<file path="config.mk">
export PLATFORM = sky130hd
export DESIGN_NAME = keypad_matrix_scanner
export DESIGN_NICKNAME = d
export VERILOG_FILES = /design/src/rtl/keypad_matrix_scanner.sv
export SDC_FILE = /design/constraint.sdc
export NUM_CORES = 1
export LEC_CHECK = 0
export CAP_MARGIN = 40
export CORE_ASPECT_RATIO = 1.2
export CORE_MARGIN = 2
export CORE_UTILIZATION = 59
export CTS_CLUSTER_DIAMETER = 150
export CTS_CLUSTER_SIZE = 16
export DETAILED_ROUTE_END_ITERATION = 10
export HOLD_SLACK_MARGIN = 0.03
export PLACE_DENSITY = 0.84
export SYNTH_ARGS = -nofsm -noshare
export SYNTH_HDL_FRONTEND = slang
export SYNTH_SLANG_ARGS = --single-unit
</file>
<file path="constraint.sdc">
create_clock -name clk -period 4.5 [get_ports clk]
set_clock_uncertainty 0.05 [all_clocks]
set_input_delay 0.9 -clock clk [delete_from_list [all_inputs] [get_ports clk]]
set_output_delay 0.9 -clock clk [all_outputs]
set_load 0.05 [all_outputs]
</file>
<file path="src/rtl/keypad_matrix_scanner.sv">
// Row-scanning keypad controller: per-key debounce, debounced key map and an event FIFO.
// Define KEYPAD_RELEASE_EVT_EN to also queue release events; otherwise only presses are queued.
module keypad_matrix_scanner #(
  parameter int ROWS            = 4,
  parameter int COLS            = 4,
  parameter int SETTLE_CYCLES   = 16,
  parameter int DEBOUNCE_FRAMES = 3,
  parameter int FIFO_DEPTH      = 4,
  parameter int CODE_W          = (ROWS * COLS > 1) ? $clog2(ROWS * COLS) : 1
) (
  input  logic                   clk,
  input  logic                   reset_n,
  output logic [ROWS-1:0]        rowN,
  input  logic [COLS-1:0]        columnN,
  output logic                   evt_valid,
  input  logic                   evt_ready,
  output logic [CODE_W-1:0]      evt_code,
  output logic                   evt_release,
  output logic [ROWS*COLS-1:0]   keys_down,
  output logic                   overflow,
  input  logic                   ovf_clr
);

  localparam int KEYS = ROWS * COLS;
  localparam int RW   = (ROWS > 1) ? $clog2(ROWS) : 1;
  localparam int CW   = (COLS > 1) ? $clog2(COLS) : 1;
  localparam int SW   = $clog2(SETTLE_CYCLES);
  localparam int DW   = $clog2(DEBOUNCE_FRAMES + 1);
  localparam int AW   = $clog2(FIFO_DEPTH);

`ifdef KEYPAD_RELEASE_EVT_EN
  localparam logic REL_EN = 1'b1;
`else
  localparam logic REL_EN = 1'b0;
`endif

  typedef enum logic {SETTLE, EVAL} state_t;

  state_t            state;
  logic              started;
  logic [SW-1:0]     settle_cnt;
  logic [RW-1:0]     row;
  logic [RW-1:0]     next_row;
  logic [CW-1:0]     col;
  logic [COLS-1:0]   col_meta;
  logic [COLS-1:0]   col_sync;
  logic [COLS-1:0]   col_latched;
  logic [DW-1:0]     deb_cnt [KEYS];

  logic [CODE_W-1:0] cur_key;
  logic              raw_down;
  logic              mismatch;
  logic              flip;
  logic              push;

  logic [CODE_W-1:0] code_mem [FIFO_DEPTH];
  logic [AW-1:0]     wr_ptr;
  logic [AW-1:0]     rd_ptr;
  logic [AW:0]       count;
  logic              full;
  logic              pop;
  logic              accept;
  logic              drop;

  always_ff @(posedge clk or negedge reset_n) begin
    if (!reset_n) begin
      col_meta <= '1;
      col_sync <= '1;
    end else begin
      col_meta <= columnN;
      col_sync <= col_meta;
    end
  end

  always_comb begin
    cur_key  = CODE_W'(int'(row) * COLS + int'(col));
    raw_down = ~col_latched[col];
    mismatch = (state == EVAL) && (raw_down != keys_down[cur_key]);
    flip     = mismatch && (deb_cnt[cur_key] == DW'(DEBOUNCE_FRAMES - 1));
    push     = flip && (raw_down || REL_EN);
    next_row = (row == RW'(ROWS - 1)) ? '0 : row + 1'b1;
  end

  // The first cycle after reset only starts driving row 0, so every row gets a full settle window.
  always_ff @(posedge clk or negedge reset_n) begin
    if (!reset_n) begin
      state       <= SETTLE;
      started     <= 1'b0;
      settle_cnt  <= '0;
      row         <= '0;
      col         <= '0;
      col_latched <= '1;
      rowN        <= '1;
      keys_down   <= '0;
      for (int k = 0; k < KEYS; k++) deb_cnt[k] <= '0;
    end else if (!started) begin
      started <= 1'b1;
      rowN    <= ~ROWS'(1);
    end else begin
      case (state)
        SETTLE: begin
          if (settle_cnt == SW'(SETTLE_CYCLES - 1)) begin
            settle_cnt  <= '0;
            col_latched <= col_sync;
            col         <= '0;
            state       <= EVAL;
          end else begin
            settle_cnt <= settle_cnt + 1'b1;
          end
        end
        EVAL: begin
          if (flip) begin
            keys_down[cur_key] <= raw_down;
            deb_cnt[cur_key]   <= '0;
          end else if (mismatch) begin
            deb_cnt[cur_key] <= deb_cnt[cur_key] + 1'b1;
          end else begin
            deb_cnt[cur_key] <= '0;
          end
          if (col == CW'(COLS - 1)) begin
            col   <= '0;
            row   <= next_row;
            rowN  <= ~(ROWS'(1) << next_row);
            state <= SETTLE;
          end else begin
            col <= col + 1'b1;
          end
        end
        default: state <= SETTLE;
      endcase
    end
  end

  assign evt_valid = (count != '0);
  assign full      = (count == (AW + 1)'(FIFO_DEPTH));
  assign pop       = evt_valid && evt_ready;
  // A pop frees the head slot in the same cycle, so a full FIFO can still take a push.
  assign accept    = push && (!full || pop);
  assign drop      = push && full && !pop;
  assign evt_code  = code_mem[rd_ptr];

  always_ff @(posedge clk or negedge reset_n) begin
    if (!reset_n) begin
      wr_ptr   <= '0;
      rd_ptr   <= '0;
      count    <= '0;
      overflow <= 1'b0;
      for (int i = 0; i < FIFO_DEPTH; i++) code_mem[i] <= '0;
    end else begin
      if (accept) begin
        code_mem[wr_ptr] <= cur_key;
        wr_ptr           <= wr_ptr + 1'b1;
      end
      if (pop) rd_ptr <= rd_ptr + 1'b1;
      case ({accept, pop})
        2'b10:   count <= count + 1'b1;
        2'b01:   count <= count - 1'b1;
        default: count <= count;
      endcase
      if (drop)         overflow <= 1'b1;
      else if (ovf_clr) overflow <= 1'b0;
    end
  end

`ifdef KEYPAD_RELEASE_EVT_EN
  logic rel_mem [FIFO_DEPTH];

  always_ff @(posedge clk or negedge reset_n) begin
    if (!reset_n) begin
      for (int i = 0; i < FIFO_DEPTH; i++) rel_mem[i] <= 1'b0;
    end else if (accept) begin
      rel_mem[wr_ptr] <= ~raw_down;
    end
  end

  assign evt_release = rel_mem[rd_ptr];
`else
  assign evt_release = 1'b0;
`endif

endmodule

</file>
## Word level (Yosys, flattened, before mapping)

Index checks and enable logic that the tools add are counted.
W data, S select, Z words.

| storage, ports and cells | value |
|---|---|
| output and inout bits | 27 |
| word-level logic and storage cells | 129 |
| input bits | 8 |
| flip-flop bits (word level) | 98 |

| operators by class | value |
|---|---|
| add/sub/neg operators | 9 |
| multiplexer cells | 35 |
| equal/unequal tests | 11 |
| shift-type cells | 1 |
| reduce and logical (&&, ||, !) cells | 23 |
| magnitude comparators | 8 |
| bitwise operators | 8 |

Operators by type and width:

| operator | number |
|---|---|
| $mux W32 | 2 |
| $and A32 B32 Y32 | 1 |
| $bwmux W16 | 2 |
| $bwmux W32 | 1 |
| $not A32 Y32 | 1 |
| $mux W4 | 7 |
| $mux W2 | 6 |
| $add A2 B1 Y2 const B | 5 |
| $logic_and A1 B1 Y1 | 10 |
| $reduce_and A3 Y1 | 3 |
| $bmux W2 S4 | 1 |
| $bmux W4 S2 | 1 |
| $demux W2 S4 | 1 |
| $demux W4 S2 | 1 |
| $eq A2 B2 Y1 const B | 4 |
| $reduce_and A2 Y1 | 4 |
| $mux W1 | 7 |
| $ge A3 B3 Y1 const B | 2 |
| $not A2 Y3 | 2 |
| $pmux W3 S2 | 1 |
| $ge A5 B5 Y1 const B | 1 |
| $lt A4 B5 Y1 const B | 1 |
| $lt A5 B1 Y1 const B | 1 |
| $not A4 Y5 | 1 |
| other kinds (25) | 29 |

## Depth between registers and ports, before layout

Gate-level depths: netlist (run 1).

| logic depth | value |
|---|---|
| depth in word-level cells | 11 |
| gate-level depth with buffers | 17 |

## Worst setup path before layout (run 1)

Ideal clock, no wire load.

| timing | value |
|---|---|
| path type | reg-to-reg |
| start point | register col[0] |
| end point | register count[1] |
| arrival | 3.618 ns |
| cell stages (with the launch flop) | 16 |
| slack | 0.750 ns |
| library setup time | 0.083 ns |
| period minus slack after synthesis | 3.750 ns |
| required time | 4.367 ns |
| buffers on the path | 3 |
| cell sequence | dfrtp_1 -> buf_2 -> mux4_2 -> a22oi_1 -> clkbuf_1 -> nand2_1 -> inv_1 -> ha_1 -> clkbuf_1 -> nand2_1 -> nor4_4 -> inv_1 -> ha_1 -> inv_1 -> fa_1 -> o21ai_0 |

| between the ends | value |
|---|---|
| word-level cells in the longest chain between the ends | 11 |
| elaborated cells between the ends (all ways) | 20 |
| those cells by class | add/sub: 1; eq/ne: 4; mux: 8; bitwise: 2; reduce/logical: 5 |

RTL lines:

| element | line | RTL |
|---|---|---|
| start: declaration | 44 | `logic [CW-1:0] col;` |
| start signal: assignment | 126 | `col <= col + 1'b1;` |
| $add A4 B2 Y4 | 76 | `cur_key = CODE_W'(int'(row) * COLS + int'(col));` |
| $not A4 Y5 (not written as such) | 79 | `flip = mismatch && (deb_cnt[cur_key] == DW'(DEBOUNCE_FRAMES - 1));` |
| $bmux W2 S4 | 79 |  |
| $mux W2 (not written as such) (2 in series) | 79 |  |
| $eq A2 B2 Y1 | 79 |  |
| $logic_and A1 B1 Y1 | 79 |  |
| $logic_and A1 B1 Y1 * | 80 | `push = flip && (raw_down \|\| REL_EN);` |
| $logic_and A1 B1 Y1 * | 138 | `assign accept = push && (!full \|\| pop);` |
| $eq A2 B1 Y1 / $eq A2 B2 Y1 (equally long branches) | 155 | `case ({accept, pop})` |
| $pmux W3 S2 / $reduce_bool A2 Y1 (equally long branches) | -- |  |
| end signal: assignment | 156 | `2'b10: count <= count + 1'b1;` |
| end signal: assignment | 157 | `2'b01: count <= count - 1'b1;` |
| end signal: assignment | 158 | `default: count <= count;` |
| end: declaration | 59 | `logic [AW:0] count;` |

Mark *: on every way between the ends. The rest lies on a longest branch, timed or not. The select of a mux whose other input is x is not followed.
A chain may end at the register's enable or synchronous reset.

## Worst setup path in the final report (run 1)

| timing | value |
|---|---|
| start point | register col[0] |
| end point | register count[2] |

The elaborated chain is that of the path after synthesis.

==> results of run 1 <==
-- routing by layer --
layer,up-vias,share of wire [%],track usage (%)
met2,140,51,41.1
met1,1817,40,35.4
li1,1631,-,-
met5,-,0,0
met3,33,5.5,6.00
met4,0,3.4,12.1
-- stage by stage --
stage / utilization (%) / setup slack, ns / power (mW) / cells / instance area (sq um)
finish: 68.7 / 0.685 / 2.62 / 580 / 5630
global route: 68.7 / 0.270 / 2.77 / 580 / 5630
CTS: 68.7 / 0.647 / 2.62 / 580 / 5630
detailed placement: 66.4 / 0.680 / 2.08 / 564 / 5440
global placement: 66.0 / 0.794 / 2.04 / 563 / 5410
floorplan: - / 0.750 / 1.83 / 441 / 5020
-- logic make-up (layout without fill, tap and decap cells) --
| group | after synthesis | in the layout | synth area share [%] |
|---|---|---|---|
| AOI/OAI and AO/OA | 79 | 79 | 11.3 |
| xor gates and xnor gates | 9 | 9 | 1.57 |
| adders and majority gates | 18 | 18 | 4.63 |
| buffers and inverters | 44 | 69 | 3.64 |
| DFF | 98 | 98 | 49.2 |
| muxes | 44 | 44 | 14.2 |
| other | 2 | 2 | 0.149 |
| and+or+nand+nor | 147 | 147 | 15.3 |
-- power groups by stage --
stage / clock network, mW / logic, mW / registers (mW)
5_1_grt: 0.584 / 0.921 / 1.27
3_3_place_gp: 0 / 0.791 / 1.25
2_1_floorplan: 0 / 0.684 / 1.15
4_1_cts: 0.557 / 0.828 / 1.24
3_5_place_dp: 0 / 0.825 / 1.25
6_report: 0.548 / 0.833 / 1.24
-- worst max path at each step --
stage | slack, ns | cells past startpoint | to | start
after floorplan | 0.75 | 15 | count[1]$_DFFE_PN0P_ | col[0]$_DFFE_PN0P_
after global placement | 0.79 | 16 | count[2]$_DFFE_PN0P_ | col[0]$_DFFE_PN0P_
after detailed placement | 0.68 | 16 | count[2]$_DFFE_PN0P_ | col[0]$_DFFE_PN0P_
after CTS | 0.65 | 16 | count[2]$_DFFE_PN0P_ | col[0]$_DFFE_PN0P_
after global routing | 0.27 | 14 | count[1]$_DFFE_PN0P_ | col[0]$_DFFE_PN0P_
final | 0.69 | 16 | count[2]$_DFFE_PN0P_ | col[0]$_DFFE_PN0P_
-- cells in the mapped netlist (3+ instances only) --
cell type,instances,share of area [%]
sky130_fd_sc_hd__dfstp_2,16,8.4
sky130_fd_sc_hd__o211ai_1,3,0.45
sky130_fd_sc_hd__mux4_2,17,7.6
sky130_fd_sc_hd__o21a_1,12,1.8
sky130_fd_sc_hd__and2_1,3,0.37
sky130_fd_sc_hd__inv_1,13,0.97
sky130_fd_sc_hd__o21ai_0,16,1.6
sky130_fd_sc_hd__clkbuf_1,19,1.4
sky130_fd_sc_hd__buf_1,5,0.37
sky130_fd_sc_hd__nor2b_1,3,0.37
sky130_fd_sc_hd__nand3b_1,4,0.60
sky130_fd_sc_hd__nor4_4,5,2.1
sky130_fd_sc_hd__nor2_1,26,1.9
sky130_fd_sc_hd__ha_1,17,4.2
sky130_fd_sc_hd__or3_1,3,0.37
sky130_fd_sc_hd__nand2_1,62,4.6
sky130_fd_sc_hd__nand3_1,17,1.7
sky130_fd_sc_hd__mux2_1,13,2.9
sky130_fd_sc_hd__a2bb2oi_1,4,0.70
sky130_fd_sc_hd__xnor2_1,5,0.87
sky130_fd_sc_hd__dfrtp_1,82,41
sky130_fd_sc_hd__buf_2,5,0.50
sky130_fd_sc_hd__and3_1,3,0.37
sky130_fd_sc_hd__nand4_1,18,2.2
sky130_fd_sc_hd__mux2_2,10,2.2
sky130_fd_sc_hd__o22a_1,12,2.1
sky130_fd_sc_hd__xor2_1,4,0.70
sky130_fd_sc_hd__o31ai_1,27,4.0
-- cell type report --
type,count,share of cell area (%)
Tap cell,114,2.53
Inverter,13,0.867
Clock inverter,5,0.645
Timing Repair Buffer,40,7.11
Sequential cell,98,43.9
Multi-Input combinational cell,299,42.2
Clock buffer,11,2.69
-- worst max-delay path: stages (launching register included) --
cell,delay [ns]
sky130_fd_sc_hd__dfrtp_1,0.92
sky130_fd_sc_hd__mux4_2,0.59
sky130_fd_sc_hd__a22oi_1,0.18
sky130_fd_sc_hd__buf_4,0.23
sky130_fd_sc_hd__nand2_1,0.07
sky130_fd_sc_hd__inv_1,0.06
sky130_fd_sc_hd__ha_1,0.13
sky130_fd_sc_hd__buf_4,0.20
sky130_fd_sc_hd__nand2_1,0.11
sky130_fd_sc_hd__nor4_4,0.25
sky130_fd_sc_hd__inv_1,0.08
sky130_fd_sc_hd__ha_1,0.21
sky130_fd_sc_hd__inv_1,0.08
sky130_fd_sc_hd__fa_1,0.18
sky130_fd_sc_hd__xor2_1,0.15
sky130_fd_sc_hd__nor2_1,0.06
sky130_fd_sc_hd__xor2_1,0.14
-- registers in the layout, indices dropped and copies added, names as in the netlist, 2 cells and up --
register	cells
settle_cnt	4
count	3
keys_down	16
code_mem	16
wr_ptr	2
col	2
col_sync	4
col_latched	4
deb_cnt	32
rd_ptr	2
col_meta	4
row	2
rowN	4
==> impl_summary.txt, run 1 <==
----------------------------------------------------
[Floorplanning]
  Initial Util ... just over 60%
  Chip height ... 105 um
  Row cnt ... 36
  Die Outline Area ... between 0.009 and 0.01 sq mm
  Core area ... slightly above 0.008 sq mm
  Top Ports ... 35
  Width of the die ... a little under 90 um

[Power]
  Power density normalized to cell area ... ~470 mW/mm^2
  Net switching share of the total power ... 40.0%
  P_leak ... 2.35 nW
  Max IR drop VDD ... 0.000380 V
  Switching component of the power ... 1.05 mW
  Internal ... 1.57 mW
  Seq pwr share ... 47.3%
  Portion of total power attributed to combinational logic ... 31.8%
  Relative contribution of the clock network to total power ... roughly a fifth

[Layout]
  Highest-count cells in the layout ignoring fill and taps ... 82 x sky130_fd_sc_hd__dfrtp_1, 62 x sky130_fd_sc_hd__nand2_1, 32 x sky130_fd_sc_hd__clkdlybuf4s50_1
  Number of antenna repair diodes ... 0
  Area growth, synth to finish ... 12.0%
  Layout cell share with drive strength beyond 1 ... roughly 16%
  Area of combinational cells with multiple inputs ... 0.00238 sq mm
  Net total in the final layout ... 487
  Final-layout fill cell count ... 608
  Register area ... 0.00247 sq mm
  Most common library cell in the layout ignoring fill and taps ... sky130_fd_sc_hd__dfrtp_1

[Clocking]
  Buffers inserted by post-CTS timing repair ... 0
  Number of CTS-inserted buffers ... 9
  CTS tree ... done
  Clock root buffer master ... sky130_fd_sc_hd__clkbuf_8
  Total number of clock tree sinks ... 98
  Post-CTS Hold Buffers ... 0
  Clock-pin slew on the worst setup and hold paths ... 0.09 ns
  Clk buf depth ... 2
  H-Tree Level Count ... 3
  Worst-skew pair later-pin latency ... between 0.3 and 0.4 ns
  Post-CTS Resized ... 0

[Global route]
  Total track usage ... 26.5%
  Via count of the first global-routing pass ... 3740
  First-pass GRT wire length ... 18800 um
  Pin count of the biggest net entering global routing ... 70
  Initial antenna violation count ... 0
  Overall overflow remaining after global route ... 0

[Setup path]
  Critical Path Fanout Max ... 18
  Type of the worst setup path ... register to register
  Reg2Reg Launch Point ... col[0]$_DFFE_PN0P_
  Startpoint type of the worst setup path ... register
  Slack of the worst reg-to-reg path ... 0.69 ns
  Worst endpoint data arrival time ... 4.02 ns
  Number of cells on the worst reg-to-reg path ... 16
  Setup crit end kind ... register
  Required time worst endpoint ... 4.71 ns
  Worst R2R End ... count[2]$_DFFE_PN0P_

[STA]
  Number of setup violations in the final report ... 0
  Maximum achievable frequency ... about 260 MHz
  Post-route clock period utilization ... between 80 and 90%
  Slew Limit Headroom ... 42.4%
  Total negative setup slack ... 0 ns
  Max Transition Viols Final ... 0
  Post-layout minimum cycle time ... 3.81 ns
  Setup repair after global routing missed its margin ... false
  Worst hold slack across all endpoints ... ~0.28 ns
  Final Hold Violating Endpoints ... 0
  Transition time of the tightest slew-check pin ... between 0.8 and 0.9 ns

[Yosys]
  Synthesis Warnings ... 0
  #FFs+latches synth ... 98
  Post-synth cell types ... 40
  Post-Syn Instances ... 441
  Average instance area after synthesis ... 11.4 sq um
  Sequential fraction of the synthesis area ... 49.2%
  Top flip-flop cell by instance count after synthesis ... sky130_fd_sc_hd__dfrtp_1
  Net Count, Synth ... 467
  Number of enable-type register cells in the synthesized netlist ... 0
  Async set or reset register ratio after synthesis ... 100%
  Mapped Area ... 0.00502 sq mm

[Route]
  Remaining number of nets flagged by the antenna check after routing ... 0
  Total iterations of the first detailed-routing run ... 5
  Vias per Instance ... 6.24
  Routed length per placed instance ... 19.0 um
  Routed vias ... ~3600
  Final Routed Wirelength ... about 11000 um
  Detailed Route Iter0 Violations ... roughly 330
  Drc violations ... 0

[Place]
  Number of port buffers ... 33
  Detailed-placement wirelength estimate ... roughly 7700 um
  Weighted congestion reported at the end of routability-driven placement ... 0.917

[Status]
  Outcome ... finished clean

[Worst hold path]
  Path category of the worst min-delay check ... input pin to async pin

[Job]
  Maximum Capacitance Violations ... 0

----------------------------------------------------
Power figures use the tool's default switching activity.
==> run 2: changes to the inputs <==
==> constraint.sdc (replaced) <==
create_clock -name clk -period 4 [get_ports clk]
set_clock_uncertainty 0.05 [all_clocks]
set_input_delay 0.8 -clock clk [delete_from_list [all_inputs] [get_ports clk]]
set_output_delay 0.8 -clock clk [all_outputs]
set_load 0.05 [all_outputs]
==> run 2 against run 1 <==
Effect of this change:
- register-to-register slack got worse by 0.23 ns
- largest cell class unchanged
- fmax rose by 7.6%
- critical path depth fell by 1
- combinational power rose by 21%
- highest routed layer unchanged
- die area did not move
==> impl_summary.txt, run 2 (synthesis results as in run 1) <==
----------------------------------------------------
[Status]
  Outcome ... finished clean

[Global route]
  Via count of the first global-routing pass ... 3584
  Initial antenna violation count ... 0
  Total track usage ... 26.1%
  First-pass GRT wire length ... ~18000 um
  Pin count of the biggest net entering global routing ... 52
  Overall overflow remaining after global route ... 0

[Power]
  Overall power of the completed layout ... between 3 and 4 mW
  Max IR drop VDD ... approximately 0.00041 V
  P_leak ... between 2 and 2.5 nW
  Power density normalized to cell area ... 535 mW/mm^2

[Layout]
  Register containing the most flip-flops in the final layout ... deb_cnt
  Area growth, synth to finish ... 13.2%
  Highest-count cells in the layout ignoring fill and taps ... 82 x sky130_fd_sc_hd__dfrtp_1, 62 x sky130_fd_sc_hd__nand2_1, 32 x sky130_fd_sc_hd__clkdlybuf4s50_1
  Layout cell share with drive strength beyond 1 ... between 15 and 20%
  Most common library cell in the layout ignoring fill and taps ... sky130_fd_sc_hd__dfrtp_1
  Fraction of the core area covered by cells at the end of the flow ... 69.4%
  Final-layout fill cell count ... 582
  Post-Layout Cell Count ... 584
  Register area ... 0.00247 sq mm
  Net total in the final layout ... 491
  Max reg flops ... 32
  Number of antenna repair diodes ... 0
  Registers with the most flip-flops ... deb_cnt: 32 flops, code_mem: 16 flops, keys_down: 16 flops
  Final design area excluding fillers ... 0.00569 sq mm
  Area of combinational cells with multiple inputs ... 0.00238 sq mm

[Clocking]
  Number of CTS-inserted buffers ... 9
  Clk buf depth ... 2
  Worst-skew pair later-pin latency ... 0.38 ns
  H-Tree Level Count ... 3
  CTS tree ... done
  Clock root buffer master ... sky130_fd_sc_hd__clkbuf_8
  Clock-pin slew on the worst setup and hold paths ... 0.09 ns
  Buffers inserted by post-CTS timing repair ... 0
  Post-CTS Hold Buffers ... 0
  Post-CTS Resized ... 0
  Total number of clock tree sinks ... 98

[Setup path]
  Slack of the worst reg-to-reg path ... between 0.4 and 0.5 ns
  Setup crit end kind ... register
  Startpoint type of the worst setup path ... register
  Type of the worst setup path ... register to register
  Critical Path Fanout Max ... 12
  Worst endpoint data arrival time ... around 3.8 ns
  Required time worst endpoint ... between 4 and 5 ns

[Route]
  Routed length per placed instance ... 19.5 um
  Routed vias ... 3643
  Drc violations ... 0
  Total iterations of the first detailed-routing run ... 5
  Final Routed Wirelength ... 11400 um
  Remaining number of nets flagged by the antenna check after routing ... 0
  Detailed Route Iter0 Violations ... 381
  Vias per Instance ... 6.24

[STA]
  Max Transition Viols Final ... 0
  Maximum achievable frequency ... 282 MHz
  Setup repair after global routing missed its margin ... false
  Worst setup margin ... 0.455 ns
  Post-route clock period utilization ... 88.6%
  Post-layout minimum cycle time ... 3.54 ns
  Total negative setup slack ... 0 ns
  Transition time of the tightest slew-check pin ... 0.707 ns
  Final Hold Violating Endpoints ... 0
  Number of setup violations in the final report ... 0
  Slew Limit Headroom ... a little over half
  Worst hold slack across all endpoints ... 0.309 ns

[Floorplanning]
  Initial Util ... 61.3%
  Top Ports ... 35
  Width of the die ... 88.2 um
  Row cnt ... 36
  Core area ... ~0.0082 sq mm
  Die Outline Area ... 0.00927 sq mm
  Chip height ... 105 um

[Place]
  Worst slack, placed ... ~0.47 ns
  Number of port buffers ... 33
  Area after detailed placement ... ~0.0055 sq mm
  Detailed-placement wirelength estimate ... 7880 um
  Weighted congestion reported at the end of routability-driven placement ... 0.870
  Total placed cells including tap cells ... 568

[Job]
  Maximum Capacitance Violations ... 0

[Worst hold path]
  Path category of the worst min-delay check ... register to register

----------------------------------------------------
-- run 2: layer usage --
| layer | vias up | track usage [%] | wire length, um |
|---|---|---|---|
| met1 | 1792 | 35.6 | 4610 |
| met2 | 175 | 40.7 | 5740 |
| li1 | 1642 | - | - |
| met4 | 0 | 11.0 | 316 |
| met3 | 34 | 5.06 | 708 |
| met5 | - | 0 | 0 |
-- run 2: final cells by class --
type                            instances  share of cell area [%]
Clock inverter                          3                   0.418
Sequential cell                        98                    43.5
Tap cell                              114                    2.51
Clock buffer                           13                    3.37
Inverter                               13                   0.858
Multi-Input combinational cell        299                    41.8
Timing Repair Buffer                   44                    7.57
-- run 2: path summary, 6_finish.rpt --
check / from / to / depth (start not counted)
setup / recovery: col[0]$_DFFE_PN0P_ / count[2]$_DFFE_PN0P_ / 15
hold / removal: col_meta[1]$_DFF_PN1_ / col_sync[1]$_DFF_PN1_ / 0
setup reg to reg: col[0]$_DFFE_PN0P_ / count[2]$_DFFE_PN0P_ / 15
hold reg to reg: col_meta[1]$_DFF_PN1_ / col_sync[1]$_DFF_PN1_ / 0
max in group asynchronous: reset_n / col_meta[0]$_DFF_PN1_ / 2
min in group asynchronous: reset_n / started$_DFF_PN0_ / 1
-- run 2: power by group --
part | switching (mW) | total, mW | internal [mW]
Combinational | 0.634 | 1.01 | 0.374
Clock | 0.351 | 0.674 | 0.323
Sequential | 0.212 | 1.36 | 1.15
Total | 1.20 | 3.04 | 1.84
-- run 2: critical path, cell delays in order (launching register included) --
cell and delay, ns:
sky130_fd_sc_hd__dfrtp_1 0.72, sky130_fd_sc_hd__buf_4 0.27, sky130_fd_sc_hd__mux4_2 0.50, sky130_fd_sc_hd__a22oi_1 0.20, sky130_fd_sc_hd__nand2_1 0.08, sky130_fd_sc_hd__inv_1 0.07
sky130_fd_sc_hd__ha_1 0.20, sky130_fd_sc_hd__nand2_1 0.11, sky130_fd_sc_hd__nor4_4 0.26, sky130_fd_sc_hd__inv_1 0.08, sky130_fd_sc_hd__ha_1 0.22, sky130_fd_sc_hd__inv_1 0.08
sky130_fd_sc_hd__fa_1 0.19, sky130_fd_sc_hd__xor2_1 0.18, sky130_fd_sc_hd__nor2_1 0.08, sky130_fd_sc_hd__xor2_1 0.14
==> run 3: changes to the inputs <==
--- a/config.mk
+++ b/config.mk
@@ -5,14 +5,13 @@
 export SDC_FILE = /design/constraint.sdc
 export NUM_CORES = 1
 export LEC_CHECK = 0
-export CAP_MARGIN = 40
 export CORE_ASPECT_RATIO = 1.2
 export CORE_MARGIN = 2
 export CORE_UTILIZATION = 59
 export CTS_CLUSTER_DIAMETER = 150
 export CTS_CLUSTER_SIZE = 16
 export DETAILED_ROUTE_END_ITERATION = 10
-export HOLD_SLACK_MARGIN = 0.03
+export HOLD_SLACK_MARGIN = 0.08
 export PLACE_DENSITY = 0.84
 export SYNTH_ARGS = -nofsm -noshare
 export SYNTH_HDL_FRONTEND = slang
==> run 3 against run 2 <==
Effect of this change:
- non-clock buffer count is 1 lower
- die area unchanged
- largest power group unchanged
- register-to-register slack better by 0.03 ns
- critical path type unchanged
- sequential power about the same
- highest routed layer unchanged
==> impl_summary.txt, run 3 (synthesis results as in run 1) <==
----------------------------------------------------
[Route]
  Routed length per placed instance ... 19.3 um
  Total iterations of the first detailed-routing run ... 5
  Routed vias ... 3653
  Remaining number of nets flagged by the antenna check after routing ... 0
  Vias per Instance ... 6.27
  Drc violations ... 0
  Final Routed Wirelength ... 11200 um
  Detailed Route Iter0 Violations ... 272

[Layout]
  Max reg flops ... 32
  Net total in the final layout ... 490
  Area growth, synth to finish ... 12.4%
  Highest-count cells in the layout ignoring fill and taps ... 82 x sky130_fd_sc_hd__dfrtp_1, 62 x sky130_fd_sc_hd__nand2_1, 32 x sky130_fd_sc_hd__clkdlybuf4s50_1
  Registers with the most flip-flops ... deb_cnt: 32 flops, code_mem: 16 flops, keys_down: 16 flops
  Most common library cell in the layout ignoring fill and taps ... sky130_fd_sc_hd__dfrtp_1
  Number of antenna repair diodes ... 0
  Register containing the most flip-flops in the final layout ... deb_cnt
  Layout cell share with drive strength beyond 1 ... 16.4%
  Final design area excluding fillers ... 0.00565 sq mm
  Final-layout fill cell count ... 597

[Setup path]
  Slowest cell on the critical path ... sky130_fd_sc_hd__dfrtp_1
  Buffers and inverters on the worst path ... 2
  Type of the worst setup path ... register to register
  Reg2Reg Launch Point ... col[0]$_DFFE_PN0P_
  Worst R2R End ... count[2]$_DFFE_PN0P_
  Required time worst endpoint ... 4.25 ns
  Critical path, cell by cell ... mux4_2, mux4_2, ha_1, nand2_1, nor4_4, inv_1, ha_1, inv_1, fa_1, xor2_1, nor2_1, xor2_1
  Number of cells on the worst reg-to-reg path ... 12
  Critical Path Fanout Max ... 12
  Worst endpoint data arrival time ... 3.77 ns
  Startpoint type of the worst setup path ... register
  Slack of the worst reg-to-reg path ... 0.49 ns
  Setup crit end kind ... register
  Family of cells with the greatest summed delay on the critical path ... multiplexers
  Slowest cell delay on critical path ... 0.72 ns

[Global route]
  Via count of the first global-routing pass ... 3550
  First-pass GRT wire length ... 18100 um
  Total track usage ... 25.8%
  Initial antenna violation count ... 0
  Pin count of the biggest net entering global routing ... 91
  Overall overflow remaining after global route ... 0

[STA]
  Setup repair after global routing missed its margin ... false
  Worst hold slack across all endpoints ... 0.311 ns
  Maximum achievable frequency ... 285 MHz
  Slew Limit Headroom ... 25.8%
  Transition time of the tightest slew-check pin ... 1.11 ns
  Number of setup violations in the final report ... 0
  Post-route clock period utilization ... 87.8%
  Final Hold Violating Endpoints ... 0
  Max Transition Viols Final ... 0
  Total negative setup slack ... 0 ns
  Post-layout minimum cycle time ... 3.51 ns

[Power]
  Net switching share of the total power ... 39.7%
  Max IR drop VDD ... approximately 0.00043 V
  Portion of total power attributed to combinational logic ... 33.4%
  Power density normalized to cell area ... 533 mW/mm^2
  P_leak ... approximately 2.4 nW
  Internal ... 1.82 mW
  Relative contribution of the clock network to total power ... 21.7%
  Switching component of the power ... ~1.2 mW
  Seq pwr share ... 44.9%

[Place]
  Number of port buffers ... 33
  Weighted congestion reported at the end of routability-driven placement ... 0.870
  Detailed-placement wirelength estimate ... 7670 um
  Area after detailed placement ... 0.00544 sq mm

[Status]
  Outcome ... finished clean

[Clocking]
  Number of CTS-inserted buffers ... 9
  Worst-skew pair later-pin latency ... 0.38 ns
  Buffers inserted by post-CTS timing repair ... 0
  Clock root buffer master ... sky130_fd_sc_hd__clkbuf_8
  H-Tree Level Count ... 3
  Post-CTS Resized ... 0
  Post-CTS Hold Buffers ... 0
  Clk buf depth ... 2
  CTS tree ... done
  Total number of clock tree sinks ... 98
  Clock-pin slew on the worst setup and hold paths ... around 0.1 ns

[Floorplanning]
  Initial Util ... 61.3%
  Core area ... ~0.0082 sq mm
  Top Ports ... 35
  Width of the die ... 88.2 um
  Die Outline Area ... around 0.009 sq mm
  Row cnt ... 36
  Chip height ... about 110 um

[Worst hold path]
  Worst hold path depth ... 0
  HP Start ... col_meta[0]$_DFF_PN1_
  Path category of the worst min-delay check ... register to register
  Endpoint of the worst hold path ... col_sync[0]$_DFF_PN1_

[Job]
  Maximum Capacitance Violations ... 0

----------------------------------------------------
==> run 3: cell count changes in the layout (fill, tap and decap cells not counted) <==
cell / previous run / this run
sky130_fd_sc_hd__clkbuf_1: 1 / 0
sky130_fd_sc_hd__clkbuf_8: 10 / 11
sky130_fd_sc_hd__buf_16: 1 / 0
sky130_fd_sc_hd__clkinv_2: 0 / 1
sky130_fd_sc_hd__clkbuf_16: 2 / 1
==> run 3: how the worst max path moves through the flow <==
stage,from,endpoint,cells after the start
final,col[0]$_DFFE_PN0P_,count[2]$_DFFE_PN0P_,12
after global routing,col[0]$_DFFE_PN0P_,count[2]$_DFFE_PN0P_,15
after CTS,col[0]$_DFFE_PN0P_,count[2]$_DFFE_PN0P_,12
after detailed placement,col[0]$_DFFE_PN0P_,count[2]$_DFFE_PN0P_,12
after global placement,col[0]$_DFFE_PN0P_,count[2]$_DFFE_PN0P_,12
after floorplan,col[0]$_DFFE_PN0P_,count[1]$_DFFE_PN0P_,15
==> run 3: per-layer routing <==
metal	wire, um	global-route usage, %
met2	5610	40.4
met5	0	0
met4	394	12.7
met3	637	3.40
met1	4590	35.1
==> run 3: stage by stage <==
| step | instances | setup WS, ns | power [mW] | utilization [%] |
|---|---|---|---|---|
| floorplan | 441 | 0.250 | 2.06 | - |
| global placement | 567 | 0.663 | 2.31 | 66.4 |
| detailed placement | 567 | 0.458 | 2.36 | 66.4 |
| CTS | 583 | 0.464 | 3.00 | 68.9 |
| global route | 583 | 0.178 | 3.16 | 68.9 |
| finish | 583 | 0.487 | 3.01 | 68.9 |
==> run 3: cell type report <==
cell class | count | area (sq um) | share of cell area (%)
well taps | 114 | 143 | 2.52
inverters | 13 | 48.8 | 0.864
flip-flops and latches | 98 | 2470 | 43.8
multi-input cells | 299 | 2380 | 42.1
clock buffers | 12 | 176 | 3.12
clock inverters | 4 | 28.8 | 0.509
repair buffers | 43 | 403 | 7.13
==> run 3: worst reg2reg max path, delay by kind of cell, from the launching register on <==
kind / cells / cell delay, ns
simple gates: 3 / 0.32
flops: 1 / 0.72
mux: 2 / 1.08
fa+ha+maj: 3 / 0.82
xor+xnor: 2 / 0.32
buf+inv: 2 / 0.15
==> run 3: power groups by stage <==
stage	sequential (mW)	combinational, mW	clock (mW)
5_1_grt	1.38	1.09	0.690
3_3_place_gp	1.36	0.947	0
6_report	1.35	1.01	0.653
4_1_cts	1.35	0.990	0.661
3_5_place_dp	1.37	0.988	0
2_1_floorplan	1.29	0.769	0
